**config.mk**
```make
export PLATFORM = sky130hd
export DESIGN_NAME = dmem_port_arbiter
export DESIGN_NICKNAME = d
export VERILOG_FILES = /design/src/rtl/dmem_port_arbiter.sv
export SDC_FILE = /design/constraint.sdc
export NUM_CORES = 1
export LEC_CHECK = 0
export BUFFER_PORTS_ARGS = -buffer_cell sky130_fd_sc_hd__buf_2
export CORE_MARGIN = 4
export CORE_UTILIZATION = 33
export CTS_CLUSTER_DIAMETER = 100
export CTS_CLUSTER_SIZE = 14
export DETAILED_ROUTE_END_ITERATION = 10
export PLACE_DENSITY = 0.76
export SYNTH_ARGS = -nofsm -noshare
export SYNTH_HDL_FRONTEND = slang
export SYNTH_SLANG_ARGS = --single-unit
```
**constraint.sdc**
```tcl
create_clock -name clk -period 2.6 [get_ports clk]
set_input_delay 0.26 -clock clk [delete_from_list [all_inputs] [get_ports clk]]
set_output_delay 0.26 -clock clk [all_outputs]
set_load 0.05 [all_outputs]
```
**src/rtl/dmem_port_arbiter.sv**
```systemverilog
// Shares the single data-memory port between the core (port 0) and the loader (port 1):
// round-robin arbitration, locked bursts capped at MAX_BURST beats, one-cycle responses.
module dmem_port_arbiter #(
  parameter int unsigned ADDR_W    = 32,
  parameter int unsigned DATA_W    = 32,
  parameter int unsigned MAX_BURST = 8
) (
  input  logic              clk,
  input  logic              rst,
  input  logic              req0_valid,
  input  logic              req0_we,
  input  logic [ADDR_W-1:0] req0_addr,
  input  logic [DATA_W-1:0] req0_wdata,
  input  logic              req0_lock,
  output logic              req0_ready,
  output logic              resp0_valid,
  output logic [DATA_W-1:0] resp0_rdata,
  input  logic              req1_valid,
  input  logic              req1_we,
  input  logic [ADDR_W-1:0] req1_addr,
  input  logic [DATA_W-1:0] req1_wdata,
  input  logic              req1_lock,
  output logic              req1_ready,
  output logic              resp1_valid,
  output logic [DATA_W-1:0] resp1_rdata,
  output logic              core_stall,
  output logic              mem_we,
  output logic [ADDR_W-1:0] mem_addr,
  output logic [DATA_W-1:0] mem_wdata,
  input  logic [DATA_W-1:0] mem_rdata
);

  localparam int unsigned     CntW    = $clog2(MAX_BURST + 1);
  localparam logic [CntW-1:0] CntLast = CntW'(MAX_BURST - 1);

  typedef enum logic [1:0] {StIdle, StOwn0, StOwn1} state_e;

  state_e            state_q, state_d;
  logic              last_grant_q, last_grant_d;
  logic [CntW-1:0]   beat_cnt_q, beat_cnt_d;
  logic              resp0_valid_q, resp1_valid_q;
  logic [DATA_W-1:0] resp0_rdata_q, resp1_rdata_q;

  logic acc0, acc1;
  logic own_port, cur_valid, cur_lock, oth_valid;
  logic grant_en, grant_port, release_own, reenter;

  assign acc0 = (state_q == StOwn0) && req0_valid;
  assign acc1 = (state_q == StOwn1) && req1_valid;

  // Views of the current owner and the other port while in an OWN state.
  assign own_port  = (state_q == StOwn1);
  assign cur_valid = own_port ? req1_valid : req0_valid;
  assign cur_lock  = own_port ? req1_lock  : req0_lock;
  assign oth_valid = own_port ? req0_valid : req1_valid;

  always_comb begin
    state_d      = state_q;
    last_grant_d = last_grant_q;
    beat_cnt_d   = beat_cnt_q;
    grant_en     = 1'b0;
    grant_port   = 1'b0;
    release_own  = 1'b0;
    reenter      = 1'b0;
    unique case (state_q)
      StIdle: begin
        if (req0_valid && req1_valid) begin
          grant_en   = 1'b1;
          grant_port = ~last_grant_q;
        end else if (req0_valid || req1_valid) begin
          grant_en   = 1'b1;
          grant_port = req1_valid;
        end
      end
      StOwn0, StOwn1: begin
        if (!cur_valid) begin
          release_own = 1'b1;
        end else begin
          beat_cnt_d = beat_cnt_q + 1'b1;
          if (!cur_lock || (beat_cnt_q == CntLast)) begin
            release_own = 1'b1;
            reenter     = 1'b1;
          end
        end
        if (release_own) begin
          if (oth_valid) begin
            grant_en   = 1'b1;
            grant_port = ~own_port;
          end else if (reenter) begin
            grant_en   = 1'b1;
            grant_port = own_port;
          end else begin
            state_d = StIdle;
          end
        end
      end
      default: state_d = StIdle;
    endcase
    if (grant_en) begin
      state_d      = grant_port ? StOwn1 : StOwn0;
      last_grant_d = grant_port;
      beat_cnt_d   = '0;
    end
  end

  always_ff @(posedge clk or negedge rst) begin
    if (!rst) begin
      state_q       <= StIdle;
      last_grant_q  <= 1'b1;
      beat_cnt_q    <= '0;
      resp0_valid_q <= 1'b0;
      resp1_valid_q <= 1'b0;
      resp0_rdata_q <= '0;
      resp1_rdata_q <= '0;
    end else begin
      state_q       <= state_d;
      last_grant_q  <= last_grant_d;
      beat_cnt_q    <= beat_cnt_d;
      resp0_valid_q <= acc0;
      resp1_valid_q <= acc1;
      // Write beats answer with zero data; the pulse itself is the acknowledge.
      if (acc0) resp0_rdata_q <= req0_we ? '0 : mem_rdata;
      if (acc1) resp1_rdata_q <= req1_we ? '0 : mem_rdata;
    end
  end

  always_comb begin
    mem_we    = 1'b0;
    mem_addr  = '0;
    mem_wdata = '0;
    unique case (state_q)
      StOwn0: begin
        mem_we    = req0_we && req0_valid;
        mem_addr  = req0_addr;
        mem_wdata = req0_wdata;
      end
      StOwn1: begin
        mem_we    = req1_we && req1_valid;
        mem_addr  = req1_addr;
        mem_wdata = req1_wdata;
      end
      default: ;
    endcase
  end

  assign req0_ready  = acc0;
  assign req1_ready  = acc1;
  assign core_stall  = req0_valid && !acc0;
  assign resp0_valid = resp0_valid_q;
  assign resp1_valid = resp1_valid_q;
  assign resp0_rdata = resp0_rdata_q;
  assign resp1_rdata = resp1_rdata_q;

endmodule

```
## After elaboration in Yosys (flattened, before gate mapping)

Cells that the tools add are included.
W data, S select, Z words.

| word-level totals | value |
|---|---|
| register bits | 73 |
| bits in latches | 0 |
| RAM bits | 0 |
| bits in read-only memories | 0 |
| output and inout bits | 134 |
| word-level logic and storage cells | 67 |
| memories kept | 0 |

| operators by class | value |
|---|---|
| add/subtract/negate cells | 1 |
| $mul | 0 |
| divide/modulo/power cells | 0 |
| magnitude comparators | 0 |
| equality and inequality tests | 7 |
| shift operators | 0 |
| multiplexer cells | 34 |
| bitwise gates (word level) | 2 |
| reduce and logical (&&, ||, !) cells | 16 |

Operator list:

| cell | count |
|---|---|
| $pmux W32 S2 | 2 |
| $mux W32 | 2 |
| $mux W1 | 18 |
| $mux W4 | 3 |
| $mux W2 | 5 |
| $ne A3 B3 Y1 const B | 3 |
| $logic_and A1 B1 Y1 | 6 |
| $pmux W1 S2 | 3 |
| $add A4 B1 Y4 const B | 1 |
| $eq A4 B3 Y1 const B | 1 |
| $pmux W2 S2 | 1 |
| $reduce_and A4 Y1 | 1 |
| $reduce_bool A2 Y1 | 2 |
| $eq A2 B1 Y1 const B | 1 |
| $eq A2 B2 Y1 const B | 1 |
| $logic_not A1 Y1 | 2 |
| $logic_not A2 Y1 | 1 |
| $logic_or A1 B1 Y1 | 2 |
| $ne A2 B2 Y1 const B | 1 |
| $not A1 Y1 | 2 |
| $reduce_and A2 Y1 | 1 |
| $reduce_or A2 Y1 | 1 |

## Logic depth before layout (Yosys ltp)

Gate-level depths: netlist of the first run.

| logic depth | value |
|---|---|
| depth after elaboration | 13 |
| mapped depth | 9 |

## Worst setup path before layout of the first run

No wires, ideal clock.

| timing | value |
|---|---|
| path kind | register to output |
| start point | register state_q[0] |
| end point | output port mem_we |
| arrival | 2.581 ns |
| data required time | 2.340 ns |
| path slack | -0.241 ns |
| stages on the path, launching flop included | 9 |
| cells stage by stage | dfrtp_1 > inv_1 > ha_1 > buf_6 > nand2_1 > buf_2 > inv_1 > nand2_1 > a21boi_0 |

| between the ends | value |
|---|---|
| cells in the longest elaborated chain, start to end | 2 |
| elaborated cells between the ends (all ways) | 3 |
| those cells by class | eq/ne: 2; mux: 1 |

RTL lines:

| item | line | RTL |
|---|---|---|
| start, declared | 38 | `state_e state_q, state_d;` |
| start signal, assigned | 108 | `state_q <= StIdle;` |
| start signal, assigned | 116 | `state_q <= state_d;` |
| $eq A2 B2 Y1 / $eq A2 B1 Y1 (equally long branches) | 131 | `unique case (state_q)` |
| $pmux W1 S2 (*) | 131 |  |
| end, declared | 27 | `output logic mem_we,` |

Every way passes the cells marked *; elsewhere a longest branch is shown, timed or not.

## Worst setup path in the final report of the first run

| timing | value |
|---|---|
| start point | register state_q[1] |
| end point | output port mem_we |

Same word-level chain as after synthesis.

==> results.txt, run 1 <==
- Broken down by cell family, the worst path's largest delay share belongs to buffers and inverters.
* Area growth, synth to finish: 46.6%
- Post-synthesis instance area: approximately 4300 sq um
- Data arrival time of the worst path: between 2000 and 2500 ps
- The number of nets in the synthesized netlist is roughly 670.
- Final non-filler cell area: a little over 6000 sq um
* Result of the run: completed
- Yosys warns: 0
* Classification of the worst setup path: reg2out
- R2R Path Start: state_q[1]$_DFFE_PN0P_
- Vertical extent of the die: roughly 120 microns
- In the synthesized netlist the dominant register cell turns out to be sky130_fd_sc_hd__dfrtp_1.
- For the final routed database, the setup TNS stands at 0 ps.
* Post-route ant nets: 0
- Counting both buffers and inverters, the worst setup path holds a total of 3.
- For this block, the initial DRC count from the detailed router was 228.
* Port buffer count: 301
- The clock tree synthesis step divided the H-tree into 3 levels.
- End point of the worst hold path: resp0_rdata[25]$_DFFE_PN0P_
- Cell leakage power: 0.00326 uW
- Async S/R FF share, synth: 1.00
- The worst-case IR drop observed on VDD is ~640 uV.
* Power density of the placed cells: ~1400 nW/um^2
* Reg-to-reg setup timing slack: 400 ps
* Starting density of the core: 0.337
- Number of rows in the core area: 41
- Horizontal die dimension: between 100 and 150 microns
- Utilization after layout: 0.494
- In the routed layout, each cell is associated on average with a via count of between 4 and 5.
* Crit path largest cell delay: ~550 ps
- The first detailed-routing pass took 5 iterations.
* Crit path cell chain: inv_1 > ha_1 > buf_12 > a21boi_1 > buf_2
- Area after detailed placement: about 5900 sq um
* Hold violation total from the final report: 0
- Number of setup violations in the final report: 0
* Number of register bits inferred by synthesis: 73
- The via count of the first global-routing pass is 4225.
* Total die area: ~15000 sq um
- Final Max Tran Viols: 0
* Number of CTS-inserted buffers: 9
* Total Power Consumption: between 8000 and 9000 uW
- Transition time at the pin with the least slew margin: ~600 ps
- Fraction of final layout cells with drive strength greater than 1: 0.432
* IO Pins: 302
- Net total in the final layout: between 900 and 1000
* Yosys cell types: 32
* Number of cells on the worst reg-to-reg path: 6
- The HPWL after detailed placement is 12100 microns.
* Wire length after detailed routing: roughly 15000 microns
* Max Fclk: roughly 410 MHz
- Layout Cells excl Fill: 947
- Clock root cell: sky130_fd_sc_hd__clkbuf_16
* Most frequent standard cell in the layout excluding fill and tap cells: sky130_fd_sc_hd__buf_2
* Path class of the lowest-slack min-delay path: in2reg
* Startpoint of the most critical hold path: mem_rdata[25]
* Mean cell area of the mapped netlist: 8.66 sq um
- Counting along the longest clock path gives a buffer depth of 2.
- Clk pin slew, worst setup/hold paths: 60 ps
- Clock tree from TritonCTS: done
- Share of the synthesized area in the top cell type: 0.424
- Category of the worst setup path launch point: register
- Global-route usage over all layers: 0.198
- Largest cells by area after synthesis: sky130_fd_sc_hd__dfrtp_1 (42%), sky130_fd_sc_hd__a22oi_1 (11%), sky130_fd_sc_hd__nor2b_1 (9.7%)
- The smallest clock period supported by the final layout is computed as ~2400 ps.
- GP Congestion: 0.820
* Commonest non-fill, non-tap cells in the layout: sky130_fd_sc_hd__buf_2 (301), sky130_fd_sc_hd__dfrtp_1 (72), sky130_fd_sc_hd__nand2_1 (71)
* Portion of the post-synthesis area used by sequential elements: 0.430
- STA puts the critical path data required time at roughly 2300 ps.
* Number of enable flip-flop cells after synthesis: 0
* DR DRC count: 0
* Filler cell count in the final layout: around 1200
- Number of instances in the synthesized netlist: roughly 490
- RSZ-0062 raised after global routing: false
- STA classifies the critical path endpoint as an output pin.
* Pin count of the biggest net entering global routing: 74
* Number of stages on the worst hold path: 3
- The number of antenna violations at the first check in global routing was 7.
* Max transition margin: 0.600
- Max Cap Violations: 0
- After global routing the overflow that remains totals 0.
* Post-synthesis cell type with the largest combined area: sky130_fd_sc_hd__dfrtp_1
- Clock skew on the completed layout was measured at 3.03 ps.
- Dividing the final minimum period by the clock period gives 0.936.
- Slowest stage cell, crit path: sky130_fd_sc_hd__ha_1
- Latest clock arrival within the worst-skew pair: 330 ps
- Global-route wire length before repair: 22900 microns
- Clock net sink count: 73
- In this run the worst path has a maximum fanout of 56.
- In this run the critical register-to-register path is captured at last_grant_q$_DFFE_PN1P_.
* Average routed wire per standard cell: 16.4 microns
- Total number of vias: roughly 4500
* Core Area: roughly 13000 sq um
- Placed Cells: 930
cell usage after synthesis, drive strengths merged (2+ instances only):
library cell  count
buf               9
a22oi            64
mux2i             5
dfrtp            72
nand2            73
o21ai            67
inv               6
nor2b            66
xor2              2
o21a              2
nand2b           65
nor2              4
clkbuf           35
a21oi             2
ha                6
power breakdown:
part | total [uW] | switching, uW | internal, uW
clock | 1320 | 456 | 860
sequential | 1750 | 214 | 1540
combinational | 5480 | 4050 | 1440
worst max-delay path by stage:
stage | cells after the start | to | slack (ps) | start
finish | 5 | mem_we | 170 | state_q[1]$_DFFE_PN0P_
global route | 5 | mem_we | 20 | state_q[1]$_DFFE_PN0P_
CTS | 7 | mem_we | 120 | state_q[0]$_DFFE_PN0P_
detailed placement | 6 | last_grant_q$_DFFE_PN1P_ | 400 | state_q[0]$_DFFE_PN0P_
global placement | 6 | last_grant_q$_DFFE_PN1P_ | 460 | state_q[0]$_DFFE_PN0P_
floorplan | 8 | mem_we | 120 | state_q[0]$_DFFE_PN0P_
cell type report:
type | count | area, sq um | share of cell area
tap | 172 | 215 | 0.0345
antenna | 1 | 2.50 | 0.000401
inverter | 6 | 22.5 | 0.00361
sequential | 73 | 1830 | 0.293
clock inverter | 5 | 78.8 | 0.0126
clock buffer | 10 | 239 | 0.0383
timing repair buffer | 312 | 1620 | 0.259
multi-input combinational | 368 | 2230 | 0.358
layer usage:
| layer | wire (microns) | track usage |
|---|---|---|
| met5 | 67 | 0 |
| met4 | 197 | 0.0483 |
| met3 | 1360 | 0.0681 |
| met2 | 7470 | 0.318 |
| met1 | 6390 | 0.257 |
through the flow:
stage	hold WS (ps)	setup WS, ps
after global routing	194	16.8
after floorplan	-35.6	124
final	197	166
after detailed placement	318	400
after CTS	184	123
after global placement	318	458
cells by family after synthesis:
kind of cell / count (synthesis) / share of synthesized area
flip-flops: 73 / 0.430
buffers and inverters: 50 / 0.0483
AND/OR/NAND/NOR: 213 / 0.270
multiplexers: 5 / 0.0147
adder cells (fa/ha/maj): 6 / 0.0177
XOR/XNOR: 3 / 0.00618
AO/OA/AOI/OAI: 141 / 0.214
worst min-delay path: stages:
cell and delay [ps]:
sky130_fd_sc_hd__buf_2 100, sky130_fd_sc_hd__nand2b_1 50, sky130_fd_sc_hd__o21ai_0 60
timing repair:
item                       CTS  global route
hold endpoints to repair    72             0
resized for setup            0             1
setup endpoints to repair    0             1
setup buffers                0             0
hold buffers                 1             0
state kept, by name, summed over array words and instances, names as in the netlist:
signal        flops
beat_cnt_q        4
last_grant_q      1
resp0_rdata      32
resp0_valid       1
resp1_rdata      32
resp1_valid       1
state_q           2
Note: power is estimated with default switching activity, not from simulation.
==> run 2, diff against run 1 <==
ABC_AREA = 1   (was not set)
CTS_BUF_LIST = sky130_fd_sc_hd__clkbuf_4 sky130_fd_sc_hd__clkbuf_8   (was not set)
PLACE_DENSITY = 0.77   (was 0.76)
==> run 2 against run 1 <==
Against the previous run:
- sequential cell count did not move
- clock skew grew 1.8 ps
- synthesized area shrank 5.8%
- maximum frequency increased by 0.17%
- routed wire length increased by 15%
- critical path depth is 1 higher
- design area down 5.8%
- synthesized cell count rose by 17%
==> results.txt, run 2 <==
- Result of the run: completed
- The highest metal layer carrying signal wires in the routed design is met5.
- By area the synthesized netlist is led by sky130_fd_sc_hd__dfrtp_1 (45%), sky130_fd_sc_hd__nand2_1 (27%), sky130_fd_sc_hd__a21oi_1 (8.2%).
- Clock root cell: sky130_fd_sc_hd__clkbuf_8
- The number of nets in the synthesized netlist is 750.
- Once layout is complete, the utilization of the core stands at 0.503.
- STA classifies the critical path startpoint as a register.
- Transition time at the pin with the least slew margin: between 900 and 1000 ps
* Critical Path Sink Type: output pin
* Async S/R FF share, synth: 1.00
* Fraction of final layout cells with drive strength greater than 1: 0.393
- Clock tree from TritonCTS: done
* Total length of routed met2 wires: approximately 7900 microns
- Of the post-synthesis cell area, the dominant cell type holds 0.450.
- Number of cells on the worst reg-to-reg path: 10
* Filler cell count in the final layout: between 1000 and 1500
- The endpoint identified for the worst register-to-register timing path is beat_cnt_q[1]$_DFFE_PN0P_.
* Post-route ant nets: 0
* Number of CTS-inserted buffers: 9
* Average routed wire per standard cell: approximately 18 microns
* Maximum buffer depth of the clock tree: 2
- Leaving out fill and tap cells, the most frequent cell in the layout is sky130_fd_sc_hd__buf_2.
- From synthesis to final layout, the design area changed by 46.6%.
- Wire length after detailed routing: around 18000 microns
* Total die area: 14000 sq um
* Latest clock arrival within the worst-skew pair: between 300 and 400 ps
* Yosys cell types: 21
- Max Fclk: approximately 410 MHz
* Power density of the placed cells: ~1600 nW/um^2
- The critical path starts at state_q[0]$_DFFE_PN0P_.
* Final period utilization: 0.935
- Data arrival time of the worst path: 2170 ps
- The number of failing hold endpoints at the final stage was 0.
- For the final database, setup skew stands at approximately 4.8 ps.
- The detailed router placed slightly below 5000 vias in this run.
* RSZ-0062 raised after global routing: false
- Among all flip-flop cells after synthesis, the most frequent one is sky130_fd_sc_hd__dfrtp_1.
- The synthesized design spends more area on one cell type than any other, namely sky130_fd_sc_hd__dfrtp_1.
* Final Max Tran Viols: 0
- Critical-path maximum fanout: 42
- DR DRC count: 0
- Detailed routing placed a total of approximately 1700 microns of wire on met3.
- Using the TritonRoute via totals, the vias-per-cell ratio works out to 4.88.
- Synthesis produced a netlist whose cell count is approximately 580.
* Yosys warns: 0
- Portion of the post-synthesis area used by sequential elements: 0.456
- Vertical extent of the die: approximately 120 microns
- Number of setup violations in the final report: 0
- By count the netlist is led by sky130_fd_sc_hd__nand2_1 (284), sky130_fd_sc_hd__dfrtp_1 (72), sky130_fd_sc_hd__a21oi_1 (66).
- The first TritonRoute pass finished after 6 iterations.
* Number of enable flip-flop cells after synthesis: 0
* Cell leakage power: between 0.003 and 0.004 uW
* Core Area: 11700 sq um
- Count leader, synth: sky130_fd_sc_hd__nand2_1
- IR analysis of the VDD net gives a maximum drop of ~880 uV.
- CTS built an H-tree with a depth of 3.
* Setup TNS: 0 ps
- Number of buffers inserted by post-CTS setup repair: 0
* Number of rows in the core area: 39
* Number of register bits inferred by synthesis: 73
- Mean cell area of the mapped netlist: about 7 sq um
- Clock-pin slew was measured on the worst setup and hold paths at around 70 ps.
* Global-route usage over all layers: 0.250
- In this run, the number of DRC markers left after iteration 0 of detailed routing was roughly 540.
- The number of antenna violations at the first check in global routing came to 10.
* IO Pins: between 300 and 400
- Horizontal die dimension: approximately 120 microns
- Net total in the final layout: approximately 1000
* R2R Path Start: state_q[0]$_DFFE_PN0P_
- CTS saw 73 sinks.
* Reg-to-reg setup timing slack: 690 ps
* Met1 wire length: 7550 microns
- Entering global routing, the biggest net connects 74 pins.
- In this run the worst hold path is classified as in2async.
- The via count of the first global-routing pass came to about 4700.
- For the worst setup path, the data required time is 2340 ps.
- The tool flagged a number of max-cap violations equal to 0.
* Global-route wire length before repair: between 20000 and 30000 microns
- The critical path is of the reg2out type.
- The synthesized netlist occupies a cell area of roughly 4000 sq um.
- Detailed placement finished with a half-perimeter wire length of around 14000 microns.
- Input and output buffers added on the ports amount to roughly 300.
- Commonest non-fill, non-tap cells in the layout: sky130_fd_sc_hd__buf_2 (299), sky130_fd_sc_hd__nand2_1 (283), sky130_fd_sc_hd__dfrtp_1 (72)
- The initial utilization of the core area, before any placement, comes to 0.344.
- Final critical-path required period: 2430 ps
- Routability-driven placement finished with a final weighted congestion of approximately 0.96.
- Global routing finished with a remaining overflow of 0.
- Max transition margin: 0.397
## run 2: changes by cell type after synthesis, moves of 4 or more
cell / delta
sky130_fd_sc_hd__buf_2: +10
sky130_fd_sc_hd__a21oi_1: +64
sky130_fd_sc_hd__mux2i_1: -4
sky130_fd_sc_hd__nand3_1: +5
sky130_fd_sc_hd__inv_1: +11
sky130_fd_sc_hd__clkbuf_1: -13
sky130_fd_sc_hd__nand2b_1: -65
sky130_fd_sc_hd__nor2b_1: -66
sky130_fd_sc_hd__nand2_1: +211
sky130_fd_sc_hd__nand2_2: +5
sky130_fd_sc_hd__a22oi_1: -64
## run 2: metal layers
layer / vias to the layer above / GRT usage
met2: 281 / 0.369
met5: - / 0
met4: 2 / 0.141
met1: 2238 / 0.336
met3: 34 / 0.0587
li1: 2402 / -
## run 2: report_power, final
| group | switching (uW) | total (uW) | internal (uW) |
|---|---|---|---|
| Clock | 425 | 1040 | 619 |
| Combinational | 5240 | 6610 | 1370 |
| Sequential | 266 | 1920 | 1650 |
## run 2: repair_timing
item,in CTS,in global routing
hold buffers,0,0
setup endpoints to repair,25,2
gates resized for setup,1,2
gates cloned,0,0
## run 2: cell type report
cell class / instances / area (sq um) / share of cell area
diodes: 11 / 27.5 / 0.00469
inverters: 17 / 66.3 / 0.0113
flip-flops and latches: 73 / 1830 / 0.311
clock inverters: 4 / 73.8 / 0.0126
multi-input cells: 445 / 1940 / 0.331
clock buffers: 12 / 165 / 0.0281
repair buffers: 311 / 1590 / 0.271
well taps: 143 / 179 / 0.0305
## run 2: logic make-up after synthesis
kind of cell / count (synthesis) / share of synthesized area
compound gates: 133 / 0.167
xor+xnor: 2 / 0.00437
fa+ha+maj: 6 / 0.0187
buf+inv: 58 / 0.0609
flops: 73 / 0.456
simple gates: 304 / 0.293
## run 2: worst max-delay path by stage
stage                          to  slack [ps]  cells past startpoint
floorplan                  mem_we         240                      7
global route        mem_wdata[26]           7                      6
detailed placement  mem_wdata[23]         340                      6
global placement    mem_wdata[19]         390                      6
CTS                  mem_wdata[7]         110                      6
finish              mem_wdata[23]         170                      6
## run 2: worst max-delay path: stages (launching register included)
cell and delay, ps:
sky130_fd_sc_hd__dfrtp_1 400, sky130_fd_sc_hd__inv_1 100, sky130_fd_sc_hd__ha_1 380, sky130_fd_sc_hd__inv_4 370
sky130_fd_sc_hd__buf_4 270, sky130_fd_sc_hd__a21oi_1 70, sky130_fd_sc_hd__buf_2 210
## run 2: per-stage QoR
stage                     instance area (sq um)  cells  total power (uW)  hold WS [ps]  worst slack (ps)
after floorplan                            4010    576              6950         -35.6               236
after global placement                     5600    989              8490           451               393
after detailed placement                   5600    989              8540           451               340
after CTS                                  5840   1005              9620          51.9               107
after global routing                       5860   1013             10200           110              7.42
final                                      5870   1016              9580          39.3               170
==> run 3, diff against run 2 <==
PLACE_DENSITY = not set   (was 0.77)
PLACE_DENSITY_LB_ADDON = 0.1   (was not set)
==> run 3 against run 2 <==
Against the previous run:
- global-route usage down 3.8 points
- count of clock-buffer cells in the layout decreased by 2
- power fell by 1.1%
- design area is essentially flat
- clock power shrank 7%
- maximum frequency down 0.83%
- highest routed layer unchanged
- hold slack gained 120 ps
- register-to-register slack better by 130 ps
- worst setup slack lost 20 ps
- combinational power about the same
- sequential share of layout area hardly changed
- die area unchanged
==> results.txt, run 3 (synthesized netlist as in run 2, its figures left out) <==
* Filler cell count in the final layout: roughly 1200
- Dividing the detail-routed wire length by the instance count gives about 15 microns.
- 0 antenna diodes ended up in the layout.
- Of the cells placed in the final design, the portion with a size suffix greater than 1 is 0.391.
* Antenna violations before repair: 4
- Grt total ovfl: 0
* Number of buffers inserted by post-CTS setup repair: 0
- After clock tree synthesis, the clock-pin slew on the worst setup and hold paths is 80 ps.
- The library cell used most frequently in the layout, excluding fill and tap cells, is sky130_fd_sc_hd__buf_2.
- Fraction of power spent switching nets: 0.619
- Setup violations remaining at the end of the flow were counted as 0.
* Classification of the worst setup path: reg2out
- Pin count of the biggest net entering global routing: 65
- Worst hold margin: about 160 ps
* Cell leakage power: around 0.0033 uW
- The final max-slew violation count is 0.
- Counting the buffers created by CTS gives 9.
- For this design the total switching power over the nets is 5870 uW.
* Hold violation total from the final report: 0
* Post-DR vias/cell: between 4 and 5
- Vertical extent of the die: between 100 and 150 microns
* Pre-CTS setup slack: 528 ps
- TritonCTS built the clock tree.
- The first global-routing pass estimated 23900 microns of wire.
- The via count of the first global-routing pass is between 4000 and 5000.
- The first detailed-routing pass ran for 5 iterations.
* Slowest stage cell, crit path: sky130_fd_sc_hd__dfrtp_1
- The worst pin sits at a relative slew slack of 0.547.
- Cell internal power was estimated by the tool at 3610 uW.
* Wire length after detailed routing: 15200 microns
- Maximum buffer depth of the clock tree: 2
- After the last flow step, the layout net total stands at roughly 1000.
- The share of total power dissipated in sequential elements is 0.203.
* Area growth, synth to finish: 46.4%
* Data arrival time of the worst path: around 2200 ps
* Max Fclk: about 410 MHz
* H-tree lvl count: 3
- The share of total power dissipated in the clock network is 0.102.
- Total number of vias: approximately 4800
- Max Cap Violations: 0
- Port buffer count: between 300 and 400
- Final critical-path required period: 2450 ps
- In the layout the commonest cells are sky130_fd_sc_hd__buf_2 (300), sky130_fd_sc_hd__nand2_1 (283), sky130_fd_sc_hd__dfrtp_1 (72).
- Walking the worst path, the cells encountered are inv_1 > ha_1 > clkinv_1 > buf_4 > a21oi_1 > buf_2.
- Smallest setup slack after layout: approximately 150 ps
- The die covers roughly 14000 sq um.
- After routing, the total negative slack on setup checks comes to 0 ps.
- The detail route stage leaves a number of antenna-violating nets equal to 0.
- For this run, design rule violations remaining after detail routing come to 0.
* Path class of the lowest-slack min-delay path: in2reg
* Crit path largest cell delay: ~450 ps
* Buf/Inv on CP: 4
* Required time of the worst setup path: about 2300 ps
- Latest clock arrival within the worst-skew pair: about 350 ps
* RSZ-0062 raised after global routing: false
- The worst setup path is captured at an output pin.
* Half-perimeter wire length after detailed placement: 11800 microns
* Max Clock Skew: about 6.0 ps
- Of all nets on the critical path, the largest fanout is 32.
- Horizontal die dimension: 118 microns
- Worst path top cell family by delay: buffers and inverters
- IR Drop Worst-Case VDD: about 860 uV
* Result of the run: completed
- Category of the worst setup path launch point: register
* Transition time at the pin with the least slew margin: around 680 ps
* GP Congestion: approximately 0.88
* Clock net sink count: 73
* Core Area: 11700 sq um
- Clock root cell: sky130_fd_sc_hd__clkbuf_8
* Iter 0 DRT Violations: between 400 and 500
- Final period utilization: 0.942
- Combinational share of power: 0.695
* Global-route usage over all layers: 0.211
- Starting density of the core: 0.344
- After floorplanning, the core was divided into 39 placement rows.
* IO Pins: around 300
* Power density of the placed cells: around 1600 nW/um^2
[run 3: cell types whose count changed in the layout (fill, tap and decap cells not counted), sizes merged]
cell / delta
clkbuf: -3
inv: -1
dlygate4sd3: +1
buf: +1
clkinv: +1
clkinvlp: +1
diode: -11
[run 3: path summary, 6_finish.rpt]
kind | from | end | slack [ps] | cells after the start
worst max-delay path | state_q[0]$_DFFE_PN0P_ | mem_addr[27] | 150 | 6
worst min-delay path | mem_rdata[9] | resp1_rdata[9]$_DFFE_PN0P_ | 160 | 3
worst max register to register | state_q[0]$_DFFE_PN0P_ | state_q[1]$_DFFE_PN0P_ | 820 | 11
worst min register to register | resp0_rdata[0]$_DFFE_PN0P_ | resp0_rdata[0]$_DFFE_PN0P_ | 480 | 2
max in group asynchronous | rst | last_grant_q$_DFFE_PN1P_ | 1390 | 3
min in group asynchronous | rst | resp1_rdata[9]$_DFFE_PN0P_ | 470 | 2
[run 3: tightest hold or removal path: cells and delay by family]
family | cells | cell delay, ps
buf+inv | 1 | 110
simple gates | 1 | 50
compound gates | 1 | 60
[run 3: stage by stage]
| stage | area, sq um | total power, uW | utilization | std cells |
|---|---|---|---|---|
| after floorplan | 4010 | 6950 | - | 576 |
| after global placement | 5630 | 8480 | 0.483 | 989 |
| after detailed placement | 5630 | 8550 | 0.483 | 989 |
| after CTS | 5850 | 9550 | 0.502 | 1005 |
| after global routing | 5870 | 10100 | 0.503 | 1005 |
| final | 5870 | 9470 | 0.503 | 1005 |
[run 3: repair_timing]
| action | 4_1_cts | 5_1_grt |
|---|---|---|
| resized for setup | 0 | 3 |
| endpoints found under the hold margin | 29 | 0 |
| hold buffers | 1 | 0 |
| endpoints found under the setup margin | 0 | 1 |
[run 3: final cells by class]
cell class	count	area, sq um	area share
multi-input cells	445	1950	0.333
flip-flops and latches	73	1830	0.312
repair buffers	312	1630	0.278
well taps	143	179	0.0305
clock buffers	10	131	0.0224
clock inverters	5	81.3	0.0139
inverters	17	63.8	0.0109
[run 3: power groups by stage]
stage	clock [uW]	combinational [uW]	sequential (uW)
after global placement	0	6560	1920
after floorplan	0	3350	3600
after detailed placement	0	6610	1940
after global routing	1040	7050	1990
after CTS	997	6630	1920
final	963	6590	1920
[run 3: routing by layer]
metal,up-vias,track usage,wire (microns)
li1,2388,-,-
met1,2159,0.276,6430
met2,209,0.337,7170
met3,33,0.0669,1240
met4,8,0.0623,319
met5,-,0,48
